## src/rtl/com_csr_pkg.sv

```systemverilog
// Shared types and bounds for the CSR register bank.
// FSM encoding and access-latency limits live here.
package com_csr_pkg;

  typedef enum logic [3:0] {
    IDLE = 4'b0001,
    WAIT = 4'b0010,
    RESP = 4'b0100,
    DONE = 4'b1000
  } csr_state_e;

  localparam int RD_LAT_MIN = 1;
  localparam int RD_LAT_MAX = 4;
  localparam int CNT_W      = 2;

  function automatic int clamp_lat(input int lat);
    if (lat < RD_LAT_MIN) return RD_LAT_MIN;
    if (lat > RD_LAT_MAX) return RD_LAT_MAX;
    return lat;
  endfunction

endpackage

```

## src/rtl/com_csr_if.sv

```systemverilog
// CSR request/response bundle between a bus master and the bank.
// Master holds csr_valid until it sees csr_ready.
interface com_csr_if #(
  parameter int AW = 16,
  parameter int DW = 32
) ();

  logic            csr_valid;
  logic            csr_write;
  logic [AW-1:0]   csr_addr;
  logic [DW-1:0]   csr_wdata;
  logic [DW/8-1:0] csr_wstrb;
  logic            csr_ready;
  logic [DW-1:0]   csr_rdata;

  modport master (
    output csr_valid, csr_write, csr_addr,
    output csr_wdata, csr_wstrb,
    input  csr_ready, csr_rdata
  );

  modport slave (
    input  csr_valid, csr_write, csr_addr,
    input  csr_wdata, csr_wstrb,
    output csr_ready, csr_rdata
  );

endinterface

```

## src/rtl/com_csr_reg_cell.sv

```systemverilog
// One CSR word with byte-strobe writes.
// RW lanes load wdata; W1C bits clear on 1 and re-set from hardware.
module com_csr_reg_cell #(
  parameter int DW  = 32,
  parameter bit W1C = 1'b0
) (
  input  logic            clk,
  input  logic            rst_n,
  input  logic            we_i,
  input  logic [DW/8-1:0] wstrb_i,
  input  logic [DW-1:0]   wdata_i,
  input  logic [DW-1:0]   hw_set_i,
  output logic [DW-1:0]   q_o
);

  localparam int SW = DW / 8;

  logic [DW-1:0] q_q;
  logic [DW-1:0] q_d;
  logic [DW-1:0] lane_m;
  logic [DW-1:0] set_m;

  always_comb begin
    lane_m = '0;
    for (int b = 0; b < SW; b++) begin
      lane_m[b*8 +: 8] = {8{wstrb_i[b]}};
    end
  end

  assign set_m = W1C ? hw_set_i : '0;

  // Hardware set is OR'd last so it wins over a same-cycle clear.
  always_comb begin
    q_d = q_q;
    if (we_i) begin
      if (W1C) q_d = q_q & ~(wdata_i & lane_m);
      else     q_d = (q_q & ~lane_m) | (wdata_i & lane_m);
    end
    q_d = q_d | set_m;
  end

  always_ff @(posedge clk or negedge rst_n) begin
    if (!rst_n) q_q <= '0;
    else        q_q <= q_d;
  end

  assign q_o = q_q;

endmodule

```

## src/rtl/com_csr_regbank.sv

```systemverilog
// CSR register bank: fixed-latency single-outstanding access FSM
// over NREG word registers with RW, RO and W1C flavours.
module com_csr_regbank
  import com_csr_pkg::*;
#(
  parameter int               AW_CSR   = 16,
  parameter int               DW_CSR   = 32,
  parameter int               NREG     = 16,
  parameter int               RD_LAT   = 1,
  parameter logic [NREG-1:0]  RO_MASK  = '0,
  parameter logic [NREG-1:0]  W1C_MASK = '0
) (
  input  logic                     clk,
  input  logic                     rst_n,
  com_csr_if.slave                 csr_rxif,
  output logic [NREG*DW_CSR-1:0]   reg_q,
  input  logic [NREG*DW_CSR-1:0]   hw_ro_val,
  input  logic [NREG*DW_CSR-1:0]   hw_set,
  output logic                     addr_err
);

  localparam int SW_CSR = DW_CSR / 8;
  localparam int IW     = AW_CSR - 2;
  localparam int LAT    = clamp_lat(RD_LAT);
  localparam logic [CNT_W-1:0] CNT_LAST =
    CNT_W'((LAT > 1) ? LAT - 2 : 0);

  csr_state_e        state_q, state_d;
  logic [CNT_W-1:0]  cnt_q, cnt_d;
  logic              wr_q;
  logic [IW-1:0]     idx_q;
  logic [DW_CSR-1:0] wdata_q;
  logic [SW_CSR-1:0] wstrb_q;

  logic              cap;
  logic              oor;
  logic              in_resp;
  logic              commit;
  logic [DW_CSR-1:0] rdata;
  logic [DW_CSR-1:0] words [NREG];
  logic              unused_addr_lsb;

  assign unused_addr_lsb = ^csr_rxif.csr_addr[1:0];

  assign cap     = (state_q == IDLE) && csr_rxif.csr_valid;
  assign in_resp = (state_q == RESP);
  assign oor     = 32'(idx_q) >= 32'(NREG);
  assign commit  = in_resp && wr_q && !oor;

  always_comb begin
    state_d = state_q;
    cnt_d   = cnt_q;
    unique case (state_q)
      IDLE: begin
        if (csr_rxif.csr_valid) begin
          state_d = (LAT == RD_LAT_MIN) ? RESP : WAIT;
          cnt_d   = '0;
        end
      end
      WAIT: begin
        if (cnt_q == CNT_LAST) begin
          state_d = RESP;
          cnt_d   = '0;
        end else begin
          cnt_d = cnt_q + CNT_W'(1);
        end
      end
      RESP:    state_d = DONE;
      DONE:    state_d = IDLE;
      default: state_d = IDLE;
    endcase
  end

  always_ff @(posedge clk or negedge rst_n) begin
    if (!rst_n) begin
      state_q <= IDLE;
      cnt_q   <= '0;
      wr_q    <= 1'b0;
      idx_q   <= '0;
      wdata_q <= '0;
      wstrb_q <= '0;
    end else begin
      state_q <= state_d;
      cnt_q   <= cnt_d;
      if (cap) begin
        wr_q    <= csr_rxif.csr_write;
        idx_q   <= csr_rxif.csr_addr[AW_CSR-1:2];
        wdata_q <= csr_rxif.csr_wdata;
        wstrb_q <= csr_rxif.csr_wstrb;
      end
    end
  end

  // RO cells never see a write or a set, so they hold zero;
  // the visible value comes straight from hw_ro_val.
  for (genvar i = 0; i < NREG; i++) begin : g_reg
    logic [DW_CSR-1:0] q;
    logic              we;

    assign we = commit && (idx_q == IW'(i)) && !RO_MASK[i];

    com_csr_reg_cell #(
      .DW  (DW_CSR),
      .W1C (W1C_MASK[i] && !RO_MASK[i])
    ) u_cell (
      .clk      (clk),
      .rst_n    (rst_n),
      .we_i     (we),
      .wstrb_i  (wstrb_q),
      .wdata_i  (wdata_q),
      .hw_set_i (hw_set[i*DW_CSR +: DW_CSR]),
      .q_o      (q)
    );

    assign reg_q[i*DW_CSR +: DW_CSR] =
      RO_MASK[i] ? hw_ro_val[i*DW_CSR +: DW_CSR] : q;
    assign words[i] = reg_q[i*DW_CSR +: DW_CSR];
  end

  always_comb begin
    rdata = '0;
    if (in_resp && !oor) begin
      for (int i = 0; i < NREG; i++) begin
        if (idx_q == IW'(i)) rdata = words[i];
      end
    end
  end

  assign csr_rxif.csr_ready = in_resp;
  assign csr_rxif.csr_rdata = rdata;
  assign addr_err           = in_resp && oor;

endmodule

```

## src/flat_wrapper.sv

```systemverilog
// flat-port wrapper written by rule: the top's interface ports become plain ports
module com_csr_regbank_flat import com_csr_pkg::*;
#(
  parameter int               AW_CSR   = 16,
  parameter int               DW_CSR   = 32,
  parameter int               NREG     = 16,
  parameter int               RD_LAT   = 1,
  parameter logic [NREG-1:0]  RO_MASK  = '0,
  parameter logic [NREG-1:0]  W1C_MASK = '0
)
  (clk, rst_n, reg_q, hw_ro_val, hw_set, addr_err, csr_rxif_csr_valid, csr_rxif_csr_write, csr_rxif_csr_addr, csr_rxif_csr_wdata, csr_rxif_csr_wstrb, csr_rxif_csr_ready, csr_rxif_csr_rdata);
  com_csr_if #(.AW(16), .DW(32)) csr_rxif_i ();
  input  logic clk;
  input  logic rst_n;
  output logic [NREG*DW_CSR-1:0] reg_q;
  input  logic [NREG*DW_CSR-1:0] hw_ro_val;
  input  logic [NREG*DW_CSR-1:0] hw_set;
  output logic addr_err;
  input wire logic [$bits(csr_rxif_i.csr_valid)-1:0] csr_rxif_csr_valid;
  input wire logic [$bits(csr_rxif_i.csr_write)-1:0] csr_rxif_csr_write;
  input wire logic [$bits(csr_rxif_i.csr_addr)-1:0] csr_rxif_csr_addr;
  input wire logic [$bits(csr_rxif_i.csr_wdata)-1:0] csr_rxif_csr_wdata;
  input wire logic [$bits(csr_rxif_i.csr_wstrb)-1:0] csr_rxif_csr_wstrb;
  output wire logic [$bits(csr_rxif_i.csr_ready)-1:0] csr_rxif_csr_ready;
  output wire logic [$bits(csr_rxif_i.csr_rdata)-1:0] csr_rxif_csr_rdata;
  assign csr_rxif_i.csr_valid = csr_rxif_csr_valid;
  assign csr_rxif_i.csr_write = csr_rxif_csr_write;
  assign csr_rxif_i.csr_addr = csr_rxif_csr_addr;
  assign csr_rxif_i.csr_wdata = csr_rxif_csr_wdata;
  assign csr_rxif_i.csr_wstrb = csr_rxif_csr_wstrb;
  assign csr_rxif_csr_ready = csr_rxif_i.csr_ready;
  assign csr_rxif_csr_rdata = csr_rxif_i.csr_rdata;
  com_csr_regbank #(.AW_CSR(AW_CSR), .DW_CSR(DW_CSR), .NREG(NREG), .RD_LAT(RD_LAT), .RO_MASK(RO_MASK), .W1C_MASK(W1C_MASK)) u_core (.clk(clk), .rst_n(rst_n), .csr_rxif(csr_rxif_i), .reg_q(reg_q), .hw_ro_val(hw_ro_val), .hw_set(hw_set), .addr_err(addr_err));
endmodule
```

## config.mk

```make
export PLATFORM = sky130hd
export DESIGN_NAME = com_csr_regbank_flat
export DESIGN_NICKNAME = d
export VERILOG_FILES = /design/src/rtl/com_csr_pkg.sv /design/src/rtl/com_csr_if.sv /design/src/rtl/com_csr_reg_cell.sv /design/src/rtl/com_csr_regbank.sv /design/src/flat_wrapper.sv
export SDC_FILE = /design/constraint.sdc
export NUM_CORES = 1
export LEC_CHECK = 0
export CAP_MARGIN = 0
export CORE_AREA = 2 2 636 638
export CTS_CLUSTER_DIAMETER = 50
export DETAILED_ROUTE_END_ITERATION = 7
export DIE_AREA = 0 0 638 640
export GPL_TIMING_DRIVEN = 0
export PLACE_DENSITY = 0.3
export SLEW_MARGIN = 20
export SYNTH_ARGS = -nofsm -noshare
export SYNTH_HDL_FRONTEND = slang
export SYNTH_SLANG_ARGS = --single-unit
```

## constraint.sdc

```tcl
create_clock -name clk -period 4.05 [get_ports clk]
set_input_delay 0.405 -clock clk [delete_from_list [all_inputs] [get_ports clk]]
set_output_delay 0.405 -clock clk [all_outputs]
set_load 0.05 [all_outputs]
```

==> flow_summary.yaml <==
outcome:
  status: "complete, but fails checks"
  failed_checks: "negative setup slack"
cts:
  cts_buffers: 107
  clkTransAtPathRegs_ns: 0.06
  root_buffer: "clkbuf_16"
  clk_latency_ns: 0.80
  cts.sinks: 566
  ctsLongestPathBuffers: 3
  htree_levels: 3
  cts_tree: "yes"
power_and_ir_drop:
  p_sw_uw: 8340
  ir_worst_vdd_mv: 0.399
  p_comb_share_pct: 25.9
  p_per_area_mw_per_mm2: 453
  pwr-share-seq_pct: 30.2
  intPower_uw: 13600
  total_leakage_power_uw: 0.0193
  power.share.clock_pct: 43.9
  swShare_pct: 38.0
route:
  wl_per_cell_um: 33.0
  first_iter_violations: 2161
  viasPerCell: 2.92
  routed_wl_mm: 275
  ant_nets: 0
  vias: 24400
  drc: 0
  firstDrtPassIters: 5
yosys:
  ys_types: 75
  ys_warn_count: 0
  syn-num-nets: 3052
  synth_seq_cells: 566
  synth-async-reset-ratio_pct: 100
  syn_area_mm2: 0.0258
  yosysSeqAreaShare_pct: 55.0
  synth_edf_count: 0
  syn_inst: 1972
  avgSynthCellArea_um2: 13.1
  synth-main-ff-cell: "dfrtp_1"
floorplanning:
  rows: 233
  ios: 1626
  initial_core_util_pct: 6.42
  die_w_um: 638
  die_h_um: 640
  fp.dieArea_mm2: 0.408
  design.core.area_mm2: 0.401
timing:
  maxSlewViolCount: 0
  period_minus_slack_ns: 4.49
  skew_ns: 0.100
  holdWs_ns: 0.172
  timing.final.ws_setup_ns: -0.445
  setup_violations: 31
  finalCritPeriodShare_pct: 111
  fmax_mhz: 222
  maxSlewHeadroom_pct: 18.8
  tightest_slew_ns: 1.22
  rsz0062_at_grt: "true"
  hold_viol: 0
placement:
  place_inst: 7950
  dp_hpwl_mm: 225
  place.gp.congestion: 0.807
  placed_area_mm2: 0.0404
  port_buffers: 599
global_route:
  grt_util_all_layers_pct: 13.1
  grt_max_degree: 82
  grt_pass1_wl_mm: 335
  grt_antenna_before_repair: 36
  overflow: 0
  grt_pass1_vias: 24500
setup_path:
  cpMaxStageDelayCell: "nor3b_2"
  critPathKind: "flop to output pin"
  critPathLaunchType: "flop"
  crit_buf_inv: 2
  slowest_delay_ns: 0.82
  critical_path_peak_fanout: 5
  cp_top_family: "simple AND/OR/NAND/NOR gates"
  cp-end-kind: "output pin"
  required_ns: 3.64
  crit_path_cell_trace: "nor3b_2 -> nand3_2 -> buf_12 -> a211oi_1 -> o21ai_0 -> a31oi_1 -> a221o_1 -> clkdlybuf4s15_2"
  cp_data_arrival_time_ns: 4.09
final_layout:
  fin_nets: 4041
  fill_cells: 45200
  layout.cells.most_common_list: "570 x mux2_2, 566 x clkdlybuf4s50_1, 563 x dfrtp_1"
  mostFrequentLayoutCell: "mux2_2"
  final_cell_area_mm2: 0.0484
  syn_to_final_growth_pct: 87.9
  finalNonFillerCells: 8357
  fin_util_pct: 12.1
  drive_gt1_share_pct: 47.1
min_path:
  min_path_type: "input port to async pin"
run:
  max_cap_viol_count: 0
## stage by stage
stage               TNS, ns  setup WS [ns]  power, uW
floorplan                 0         0.0113       7960
global placement          -         -27.03      11000
detailed placement  -232.45          -2.67      11500
CTS                   -7.33         -0.481      22100
global route          -9.64         -0.467      22600
finish                -6.38         -0.445      22000
## cells by family (layout without fill, tap and decap cells)
logic type | count (synthesis) | count (layout) | synth area share [%]
mux | 599 | 599 | 26.5
flops | 566 | 566 | 55.0
buf+inv | 132 | 1208 | 2.24
other cells | 0 | 22 | 0
compound gates | 355 | 355 | 9.42
simple gates | 320 | 320 | 6.93
## cell usage after synthesis, types with 5 or more instances
cell       number  share of area (%)
a2111oi_0       5               0.17
a211oi_1        9               0.26
a21oi_1        61                1.2
a221o_1         7               0.27
a221oi_1       14               0.48
a222oi_1       21               0.82
a22o_1          6               0.20
a22oi_1        64                1.9
a31oi_1         8               0.19
and3_1         22               0.53
buf_1           5              0.073
buf_2          32               0.62
clkbuf_1       82                1.2
dfrtp_1       565                 55
inv_1           6              0.087
mux2_2        570                 25
mux2i_1        20               0.78
mux4_2          9               0.79
nand2_1        82                1.2
nand2_2        37               0.90
nand3_1        26               0.50
nand4_1         6               0.15
nor2_1         63               0.92
nor2_4          7               0.31
nor2b_1         5               0.12
nor3_1         11               0.21
nor4_1         13               0.32
nor4_2          7               0.34
o211ai_1        8               0.23
o21ai_0        82                1.6
o221ai_1        6               0.20
o22ai_1        26               0.63
## per-layer routing
| metal | part of all wire (%) | up-vias | wire length [um] | track usage [%] |
|---|---|---|---|---|
| met3 | 6.8 | 289 | 18700 | 3.35 |
| met4 | 4.0 | 2 | 10900 | 4.61 |
| met2 | 48 | 1133 | 132000 | 22.1 |
| met1 | 41 | 13500 | 114000 | 16.0 |
| li1 | - | 9560 | - | - |
| met5 | 0.0047 | - | 13 | 0 |
## what timing repair did
item | in CTS | in global routing
endpoints found under the hold margin | 76 | 0
cloned | 2 | 0
pin swaps | 79 | 54
setup buffers | 160 | 32
hold buffers | 1 | 0
resized for setup | 691 | 97
setup endpoints to repair | 378 | 32
## path summary, 6_finish.rpt
| path | cells after the start | endpoint | slack (ns) | startpoint |
|---|---|---|---|---|
| max in group asynchronous | 6 | async pin | 1.91 | rst_n |
| max reg2reg | 7 | flop | 0.41 | u_core.idx_q[5]$_DFFE_PN0P_ |
| max | 8 | csr_rxif_csr_rdata[12] | -0.44 | u_core.state_q[3]$_DFFE_PN0P_ |
| min in group clk | 2 | u_core.wdata_q[20]$_DFFE_PN0P_ | 0.22 | csr_rxif_csr_wdata[20] |
| min reg2reg | 1 | u_core.state_q[3]$_DFFE_PN0P_ | 0.50 | u_core.state_q[3]$_DFFE_PN0P_ |
| min | 2 | async pin | 0.17 | rst_n |
## power by group through the flow
stage	logic, uW	registers (uW)	clock network, uW
2_1_floorplan	1670	6290	0
3_3_place_gp	4280	6710	0
3_5_place_dp	4840	6710	0
4_1_cts	5660	6630	9820
5_1_grt	5830	6670	10100
6_report	5700	6620	9640
## final cells by class
class                           count  area (um2)  share of cell area, %
Tap cell                         5287        6620                   13.7
Clock inverter                     66         905                   1.87
Buffer                            123        1390                   2.88
Multi-Input combinational cell   1274       12600                   26.0
Sequential cell                   566       14200                   29.3
Inverter                            6        26.3                 0.0543
Antenna cell                       22        55.1                  0.114
Timing Repair Buffer              883        9780                   20.2
Clock buffer                      130        2890                   5.98
No activity file was read; power rests on OpenSTA's default activity.
